==> config.mk <==
export PLATFORM = sky130hd
export DESIGN_NAME = axi_wr_arbiter
export DESIGN_NICKNAME = d
export VERILOG_FILES = /design/src/rtl/axi_wr_arb_pkg.sv /design/src/rtl/axi_wr_arbiter_rr.sv /design/src/rtl/axi_wr_arbiter.sv
export SDC_FILE = /design/constraint.sdc
export NUM_CORES = 1
export LEC_CHECK = 0
export CAP_MARGIN = 20
export CORE_AREA = 3 3 151 153
export CTS_CLUSTER_DIAMETER = 60
export DETAILED_ROUTE_END_ITERATION = 16
export DIE_AREA = 0 0 154 156
export GPL_TIMING_DRIVEN = 0
export PLACE_DENSITY = 0.47
export SYNTH_ARGS = -nofsm -noshare
export SYNTH_HDL_FRONTEND = slang
export SYNTH_SLANG_ARGS = --single-unit
==> constraint.sdc <==
create_clock -name clk -period 1.8 [get_ports clk]
set_input_delay 0.36 -clock clk [delete_from_list [all_inputs] [get_ports clk]]
set_output_delay 0.36 -clock clk [all_outputs]
set_load 0.05 [all_outputs]
==> src/rtl/axi_wr_arb_pkg.sv <==
// Shared types and helpers for the two-requester AXI write arbiter.
package axi_wr_arb_pkg;

  typedef enum logic [1:0] {
    IDLE = 2'd0,
    ADDR = 2'd1,
    DATA = 2'd2
  } arb_state_e;

  typedef logic req_idx_t;

  localparam int DEF_ID_WIDTH = 4;

  // The master ID carries one extra MSB holding the requester index.
  function automatic int m_id_width(input int id_w);
    return id_w + 1;
  endfunction

  localparam int M_ID_WIDTH = m_id_width(DEF_ID_WIDTH);

  // Outstanding-burst counter update; a stray B at zero saturates rather than wrapping.
  function automatic logic [3:0] next_outstanding(input logic [3:0] cnt,
                                                  input logic       inc,
                                                  input logic       dec);
    logic [3:0] nxt;
    case ({inc, dec})
      2'b10:   nxt = cnt + 4'd1;
      2'b01:   nxt = (cnt == 4'd0) ? 4'd0 : cnt - 4'd1;
      default: nxt = cnt;
    endcase
    return nxt;
  endfunction

endpackage

==> src/rtl/axi_wr_arbiter_rr.sv <==
// Registered two-way round-robin pick; the chosen index holds until the next enabled pick.
module axi_rr_arb2
  import axi_wr_arb_pkg::*;
(
  input  logic       clk,
  input  logic       rst_n,
  input  logic [1:0] req,
  input  logic       rr_ptr,
  input  logic       enable,
  output logic       gnt_idx,
  output logic       gnt_valid
);

  req_idx_t pick_s;

  // Lone requester wins outright; a tie goes to the requester rr_ptr names.
  always_comb begin
    pick_s = 1'b0;
    case (req)
      2'b01:   pick_s = 1'b0;
      2'b10:   pick_s = 1'b1;
      2'b11:   pick_s = rr_ptr;
      default: pick_s = 1'b0;
    endcase
  end

  // Grant register: updated only while the owner is arbitrating.
  always_ff @(posedge clk or negedge rst_n) begin
    if (!rst_n) begin
      gnt_idx   <= 1'b0;
      gnt_valid <= 1'b0;
    end else if (enable) begin
      gnt_valid <= |req;
      gnt_idx   <= (|req) ? pick_s : gnt_idx;
    end else begin
      gnt_valid <= gnt_valid;
      gnt_idx   <= gnt_idx;
    end
  end

endmodule

==> src/rtl/axi_wr_arbiter.sv <==
// Shares one AXI4 write master (AW/W/B) between two requesters, whole bursts at a time,
// tagging AWID with the requester index and routing B back by that tag.
module axi_wr_arbiter
  import axi_wr_arb_pkg::*;
#(
  parameter int AXI_ADDR_WIDTH  = 32,
  parameter int AXI_DATA_WIDTH  = 64,
  parameter int AXI_ID_WIDTH    = 4,
  parameter int MAX_OUTSTANDING = 4
) (
  input  logic                        clk,
  input  logic                        rst_n,
  input  logic [AXI_ADDR_WIDTH-1:0]   s0_awaddr,
  input  logic [7:0]                  s0_awlen,
  input  logic [AXI_ID_WIDTH-1:0]     s0_awid,
  input  logic                        s0_awvalid,
  output logic                        s0_awready,
  input  logic [AXI_DATA_WIDTH-1:0]   s0_wdata,
  input  logic [AXI_DATA_WIDTH/8-1:0] s0_wstrb,
  input  logic                        s0_wlast,
  input  logic                        s0_wvalid,
  output logic                        s0_wready,
  output logic [AXI_ID_WIDTH-1:0]     s0_bid,
  output logic [1:0]                  s0_bresp,
  output logic                        s0_bvalid,
  input  logic                        s0_bready,
  input  logic [AXI_ADDR_WIDTH-1:0]   s1_awaddr,
  input  logic [7:0]                  s1_awlen,
  input  logic [AXI_ID_WIDTH-1:0]     s1_awid,
  input  logic                        s1_awvalid,
  output logic                        s1_awready,
  input  logic [AXI_DATA_WIDTH-1:0]   s1_wdata,
  input  logic [AXI_DATA_WIDTH/8-1:0] s1_wstrb,
  input  logic                        s1_wlast,
  input  logic                        s1_wvalid,
  output logic                        s1_wready,
  output logic [AXI_ID_WIDTH-1:0]     s1_bid,
  output logic [1:0]                  s1_bresp,
  output logic                        s1_bvalid,
  input  logic                        s1_bready,
  output logic [AXI_ADDR_WIDTH-1:0]   m_awaddr,
  output logic [7:0]                  m_awlen,
  output logic [AXI_ID_WIDTH:0]       m_awid,
  output logic                        m_awvalid,
  input  logic                        m_awready,
  output logic [AXI_DATA_WIDTH-1:0]   m_wdata,
  output logic [AXI_DATA_WIDTH/8-1:0] m_wstrb,
  output logic                        m_wlast,
  output logic                        m_wvalid,
  input  logic                        m_wready,
  input  logic [AXI_ID_WIDTH:0]       m_bid,
  input  logic [1:0]                  m_bresp,
  input  logic                        m_bvalid,
  output logic                        m_bready
);

  localparam int         M_IDW   = m_id_width(AXI_ID_WIDTH);
  localparam logic [3:0] MAX_OUT = 4'(MAX_OUTSTANDING);

  arb_state_e       state_r;
  req_idx_t         rr_ptr_r;
  logic [3:0]       out_cnt_r;
  req_idx_t         grant_s;
  logic             gnt_valid_s;
  logic [1:0]       req_s;
  logic             full_s;
  logic             arb_en_s;
  logic             arb_fire_s;
  logic             in_addr_s;
  logic             in_data_s;
  logic             sel_awvalid_s;
  logic             sel_wvalid_s;
  logic [M_IDW-1:0] tagged_id_s;
  logic             aw_hs_s;
  logic             w_last_hs_s;
  logic             b_sel_s;
  logic             b_hs_s;

  assign req_s      = {s1_awvalid, s0_awvalid};
  assign full_s     = (out_cnt_r == MAX_OUT);
  assign arb_en_s   = (state_r == IDLE) && !full_s;
  assign arb_fire_s = arb_en_s && (|req_s);
  assign in_addr_s  = (state_r == ADDR) && gnt_valid_s;
  assign in_data_s  = (state_r == DATA) && gnt_valid_s;

  axi_rr_arb2 u_arb (
    .clk       (clk),
    .rst_n     (rst_n),
    .req       (req_s),
    .rr_ptr    (rr_ptr_r),
    .enable    (arb_en_s),
    .gnt_idx   (grant_s),
    .gnt_valid (gnt_valid_s)
  );

  // AW mux: payload always follows the grant, handshake only while in ADDR.
  always_comb begin
    m_awaddr      = grant_s ? s1_awaddr : s0_awaddr;
    m_awlen       = grant_s ? s1_awlen  : s0_awlen;
    tagged_id_s   = {grant_s, (grant_s ? s1_awid : s0_awid)};
    m_awid        = tagged_id_s;
    sel_awvalid_s = grant_s ? s1_awvalid : s0_awvalid;
    m_awvalid     = in_addr_s && sel_awvalid_s;
    s0_awready    = in_addr_s && !grant_s && m_awready;
    s1_awready    = in_addr_s &&  grant_s && m_awready;
    aw_hs_s       = m_awvalid && m_awready;
  end

  // W mux: the channel stays locked to the granted requester until its wlast beat.
  always_comb begin
    m_wdata      = grant_s ? s1_wdata : s0_wdata;
    m_wstrb      = grant_s ? s1_wstrb : s0_wstrb;
    m_wlast      = grant_s ? s1_wlast : s0_wlast;
    sel_wvalid_s = grant_s ? s1_wvalid : s0_wvalid;
    m_wvalid     = in_data_s && sel_wvalid_s;
    s0_wready    = in_data_s && !grant_s && m_wready;
    s1_wready    = in_data_s &&  grant_s && m_wready;
    w_last_hs_s  = m_wvalid && m_wready && m_wlast;
  end

  // B routing by the ID tag bit, independent of the burst FSM.
  always_comb begin
    b_sel_s   = m_bid[AXI_ID_WIDTH];
    s0_bvalid = m_bvalid && !b_sel_s;
    s1_bvalid = m_bvalid &&  b_sel_s;
    s0_bid    = m_bid[AXI_ID_WIDTH-1:0];
    s1_bid    = m_bid[AXI_ID_WIDTH-1:0];
    s0_bresp  = m_bresp;
    s1_bresp  = m_bresp;
    m_bready  = b_sel_s ? s1_bready : s0_bready;
    b_hs_s    = m_bvalid && m_bready;
  end

  // Burst sequencing: arbitrate, forward one AW, then own W until wlast.
  always_ff @(posedge clk or negedge rst_n) begin
    if (!rst_n) begin
      state_r  <= IDLE;
      rr_ptr_r <= 1'b0;
    end else begin
      case (state_r)
        IDLE: begin
          rr_ptr_r <= rr_ptr_r;
          state_r  <= arb_fire_s ? ADDR : IDLE;
        end
        ADDR: begin
          rr_ptr_r <= rr_ptr_r;
          state_r  <= aw_hs_s ? DATA : ADDR;
        end
        DATA: begin
          if (w_last_hs_s) begin
            rr_ptr_r <= ~grant_s;
            state_r  <= IDLE;
          end else begin
            rr_ptr_r <= rr_ptr_r;
            state_r  <= DATA;
          end
        end
        default: begin
          rr_ptr_r <= 1'b0;
          state_r  <= IDLE;
        end
      endcase
    end
  end

  // Bursts accepted on AW but not yet answered on B.
  always_ff @(posedge clk or negedge rst_n) begin
    if (!rst_n) begin
      out_cnt_r <= 4'd0;
    end else begin
      out_cnt_r <= next_outstanding(out_cnt_r, aw_hs_s, b_hs_s);
    end
  end

endmodule

== After elaboration in Yosys (flattened, before gate mapping) ==
Index checks and enable logic that the tools add are counted.

* Bits in registers: 9
* Bits of input ports: 252
* Output and inout port bits: 139
* Logic and storage cells: 65

* Add/sub/neg operators: 2
* Equal/unequal tests: 8
* Muxes and demuxes: 18
* Bitwise gates (word level): 2
* Reductions and logical operators: 30

{| class="wikitable"
|+ Operator list
! kind !! count
|-
| 64-bit 2-to-1 mux || 1
|-
| 32-bit 2-to-1 mux || 1
|-
| 1-bit logical AND || 20
|-
| 8-bit 2-to-1 mux || 2
|-
| 2-bit equality test (second input constant) || 4
|-
| 4-bit 2-to-1 mux || 2
|-
| 4-bit case mux with 2 select lines || 1
|-
| 1-bit 2-to-1 mux || 6
|-
| 2-bit case mux with 3 select lines || 1
|-
| 4-bit by 1-bit adder with 4-bit output (second input constant) || 1
|-
| 2-bit by 1-bit equality test with 1-bit output (second input constant) || 2
|-
| 4-bit by 3-bit equality test with 1-bit output (second input constant) || 1
|-
| 4-bit logical NOT || 1
|-
| 2-bit 2-to-1 mux || 2
|-
| 1-bit case mux with 2 select lines || 2
|-
| 2-bit AND reduction || 2
|-
| 2-bit OR reduction || 2
|-
| 4-bit by 1-bit subtractor with 4-bit output (second input constant) || 1
|-
| 1-bit logical NOT || 3
|-
| 2-bit logical NOT || 1
|-
| 2-bit != test (second input constant) || 1
|-
| 1-bit NOT || 2
|-
| 2-bit nonzero test || 1
|}

== Depth between registers and ports, before layout ==
* Depth in word-level cells: 7
* Depth in mapped cells: 8
* Mapped depth without buffers: 7

== By module ==
Synthesis repeated with hierarchy kept, for this count alone.

* Cell total of the unflattened synthesis: 218
* Area total of the unflattened synthesis: 2138.3 um2

{| class="wikitable"
|+ By module, submodules not included
! module !! times used !! cells an instance !! area an instance (um2) !! sequential area each (um2)
|-
| axi_wr_arbiter || 1 || 210 || 2055.7 || 175.2
|-
| axi_rr_arb2 || 1 || 8 || 82.6 || 50.0
|}

== Worst setup path after synthesis ==
Ideal clock, no wire load.

* Path kind: flip-flop to output port
* Start: register u_arb.gnt_idx
* End: output port s1_awready
* Arrival: 2083 ps
* Data required time: 1440 ps
* Setup slack: -643 ps
* Stages on the path, launching flop included: 6
* Path buffers: 3
* Path through: dfrtp_1 -> buf_4 -> clkbuf_1 -> buf_2 -> inv_1 -> nor3_1

* Longest elaborated chain between the ends: 2

{| class="wikitable"
|+ RTL lines
! element !! RTL line !! text
|-
| from (decl) || axi_wr_arbiter_rr.sv:10 || <nowiki>output logic gnt_idx,</nowiki>
|-
| from (signal assigned) || axi_wr_arbiter_rr.sv:34 || <nowiki>gnt_idx <= (|req) ? pick_s : gnt_idx;</nowiki>
|-
| from (signal assigned) || axi_wr_arbiter_rr.sv:37 || <nowiki>gnt_idx <= gnt_idx;</nowiki>
|-
| 1-bit logical AND (2 in series) || axi_wr_arbiter.sv:105 || <nowiki>s1_awready = in_addr_s && grant_s && m_awready;</nowiki>
|-
| to (decl) || axi_wr_arbiter.sv:31 || <nowiki>output logic s1_awready,</nowiki>
|}

No other way between the ends.

== Final worst setup path ==
* Start: register u_arb.gnt_idx
* End: output port m_awaddr[5]

* Longest elaborated chain between the ends: 1

{| class="wikitable"
|+ RTL lines
! element !! RTL line !! text
|-
| 32-bit 2-to-1 mux || axi_wr_arbiter.sv:98 || <nowiki>m_awaddr = grant_s ? s1_awaddr : s0_awaddr;</nowiki>
|-
| to (decl) || axi_wr_arbiter.sv:41 || <nowiki>output logic [AXI_ADDR_WIDTH-1:0] m_awaddr,</nowiki>
|}

No other way between the ends.

==> qor.yml <==
path_cells: "buf_12, buf_12, buf_12, clkbuf_16, mux2_4, buf_8"
clockRootBuffer: "clkbuf_16"
critPathKind: "reg -> out"
grt_antenna_before_repair: 0
setup_viol: 122
startpoint_type: "register"
grt_pass1_wl_um: 22500
synth_warnings: 0
dieArea_um2: 24000
crit_buf_inv: 5
drive_above_1_share: 0.514
cpMaxStageDelayCell: "dfrtp_1"
clkTransAtPathRegs_ps: 40
synth_seq_cells: 9
tightest_slew_ps: 541
maxSlewViolCount: 0
nFillCells: 2143
clock_path_buffers: 2
syn_area_per_cell_um2: 9.90
io_pins: 391
wirelength_um: 16700
status: "finished, violations left"
nNetsFinal: 883
power.density_nw_per_um2: 1490
period_share: 1.11
grt_max_degree: 11
ir_drop_uv: 724
worst_path_dominant_cell_family: "buffers and inverters"
syn-num-nets: 471
endpoint_kind: "output port"
critPathRequiredTime_ps: 1440
rsz0062_at_grt: "yes"
antenna_cells: 0
pwr-share-comb: 0.928
clock.fmax_ghz: 0.500
first_pass_iters: 4
wl_per_cell_um: 18.4
drc: 0
swShare: 0.503
areaGrowthSynthToFinish_pct: 257
via_per_inst: 3.83
postCtsHoldBufs: 0
layout_commonest_cell: "clkdlybuf4s50_1"
hold_violations: 0
max_stage_delay_ps: 400
cell_internal_pwr_mw: 5.64
grt_pass1_vias: 3786
crit_path_max_fanout: 6
place_congestion: 0.920
port_buffers: 384
async_flop_share: 1.00
start_util: 0.0986
rows: 54
relSlewSlack: 0.641
synthCells: 216
violations: "setup timing"
finish.utilization: 0.352
drv_cap: 0
ant_nets: 0
hold_path.class: "in -> async"
finClkSkew_ps: 3.70
synthFlopType: "dfrtp_1"
clock_latency_ps: 230
die_h_um: 156
yosysSeqAreaShare: 0.105
drt_iter0_drc: 123
power_switching_mw: 5.71
grt.total_usage: 0.120
pwr-share-clk: 0.034
leakage_nw: 3.29
pre_cts_ws_ps: -1310
coreArea_um2: 21700
arrival_ps: 1640
cts_tree: "built"
yosysUniqueCellTypes: 36
cp_common_cell: "buf_12"
period_needed_ps: 2000
cts_max_level: 1
cts_made_buffers: 3
cts.sinks: 9
whs_ps: 444
setup_slack_ps: -201
seqPwrFrac: 0.038
die_w_um: 154
gr-total-overflow: 0
netlist_area_um2: 2140
num_vias: 3477
layout_common_cells: "253 x clkdlybuf4s50_1, 81 x buf_6, 66 x mux2_2, 51 x mux2_4, 47 x buf_8"
dp_hpwl_um: 13900
synth-edff-count: 0
[power by group through the flow]
| stage | sequential [mW] | clock [mW] | combinational (mW) |
|---|---|---|---|
| finish | 0.431 | 0.385 | 10.5 |
| detailed placement | 0.427 | 0 | 8.09 |
| floorplan | 0.391 | 0 | 5.33 |
| global placement | 0.418 | 0 | 8.10 |
| CTS | 0.421 | 0.389 | 9.73 |
| global route | 0.449 | 0.407 | 11.0 |
[per-stage QoR]
stage	instances	instance area (um^2)	TNS [ps]	total power, mW
finish	907	7640	-17520	11.4
detailed placement	880	6420	-128440	8.51
CTS	903	7170	-21860	10.5
floorplan	216	2230	-862	5.72
global placement	880	6420	-124850	8.52
global route	907	7640	-24250	11.8
[final timing paths]
check | start | to | slack (ps) | cells past startpoint
setup / recovery | u_arb.gnt_idx | m_awaddr[5] | -200 | 6
hold / removal | rst_n | out_cnt_r[2] | 440 | 1
setup reg to reg | u_arb.gnt_idx | out_cnt_r[3] | -160 | 8
hold reg to reg | state_r[0] | state_r[0] | 560 | 1
max in group asynchronous | rst_n | state_r[1] | 1020 | 1
min in group clk | state_r[0] | state_r[0] | 560 | 1
[cell usage after synthesis, types with 2 or more instances]
master    count  area, um^2
ha_1          3        37.5
clkbuf_1      5        18.8
nor3_1        4        20.0
o31ai_1       2        15.0
nand2_1       3        11.3
buf_4        14         105
mux2i_1       4        40.0
a21o_1        2        15.0
nor2_1        6        22.5
a31oi_1       2        12.5
mux2_2      117        1320
and2_1        2        12.5
dfrtp_1       9         225
buf_2         9        45.0
inv_1         9        33.8
nand3b_1      2        15.0
nor2b_1       3        18.8
o21ai_0       2        10.0
[cells by family after synthesis]
kind of cell / Yosys count / synth area share
AO/OA/AOI/OAI: 20 / 0.0708
adder cells (fa/ha/maj): 3 / 0.0176
buffers and inverters: 37 / 0.0948
flip-flops: 9 / 0.105
multiplexers: 121 / 0.635
AND/OR/NAND/NOR: 26 / 0.0767
[area by class of cell]
cell class,count,area (um^2),share of cell area
plain buffers,27,382,0.0499
clock buffers,4,78.8,0.0103
multi-input cells,170,2040,0.267
flip-flops and latches,9,228,0.0298
repair buffers,408,4530,0.592
inverters,9,37.5,0.00491
well taps,280,350,0.0458
[per-layer routing]
layer | global-route usage | vias to the layer above | share of wire
met5 | 0 | - | 0
li1 | - | 1617 | -
met4 | 0.0147 | 0 | 0.011
met3 | 0.0286 | 14 | 0.086
met2 | 0.245 | 235 | 0.56
met1 | 0.127 | 1611 | 0.34
[sequential cells by signal, summed over array words and instances (netlist names)]
| name | flops |
|---|---|
| rr_ptr_r | 1 |
| out_cnt_r | 4 |
| u_arb.gnt_valid | 1 |
| u_arb.gnt_idx | 1 |
| state_r | 2 |
[timing repair]
item                                    in CTS  in global routing
gates resized for setup                    941                109
cloned                                       5                  3
setup buffers                               14                  3
pin swaps                                    8                  5
endpoints found under the setup margin     132                128
(Power assumes the default switching activity.)
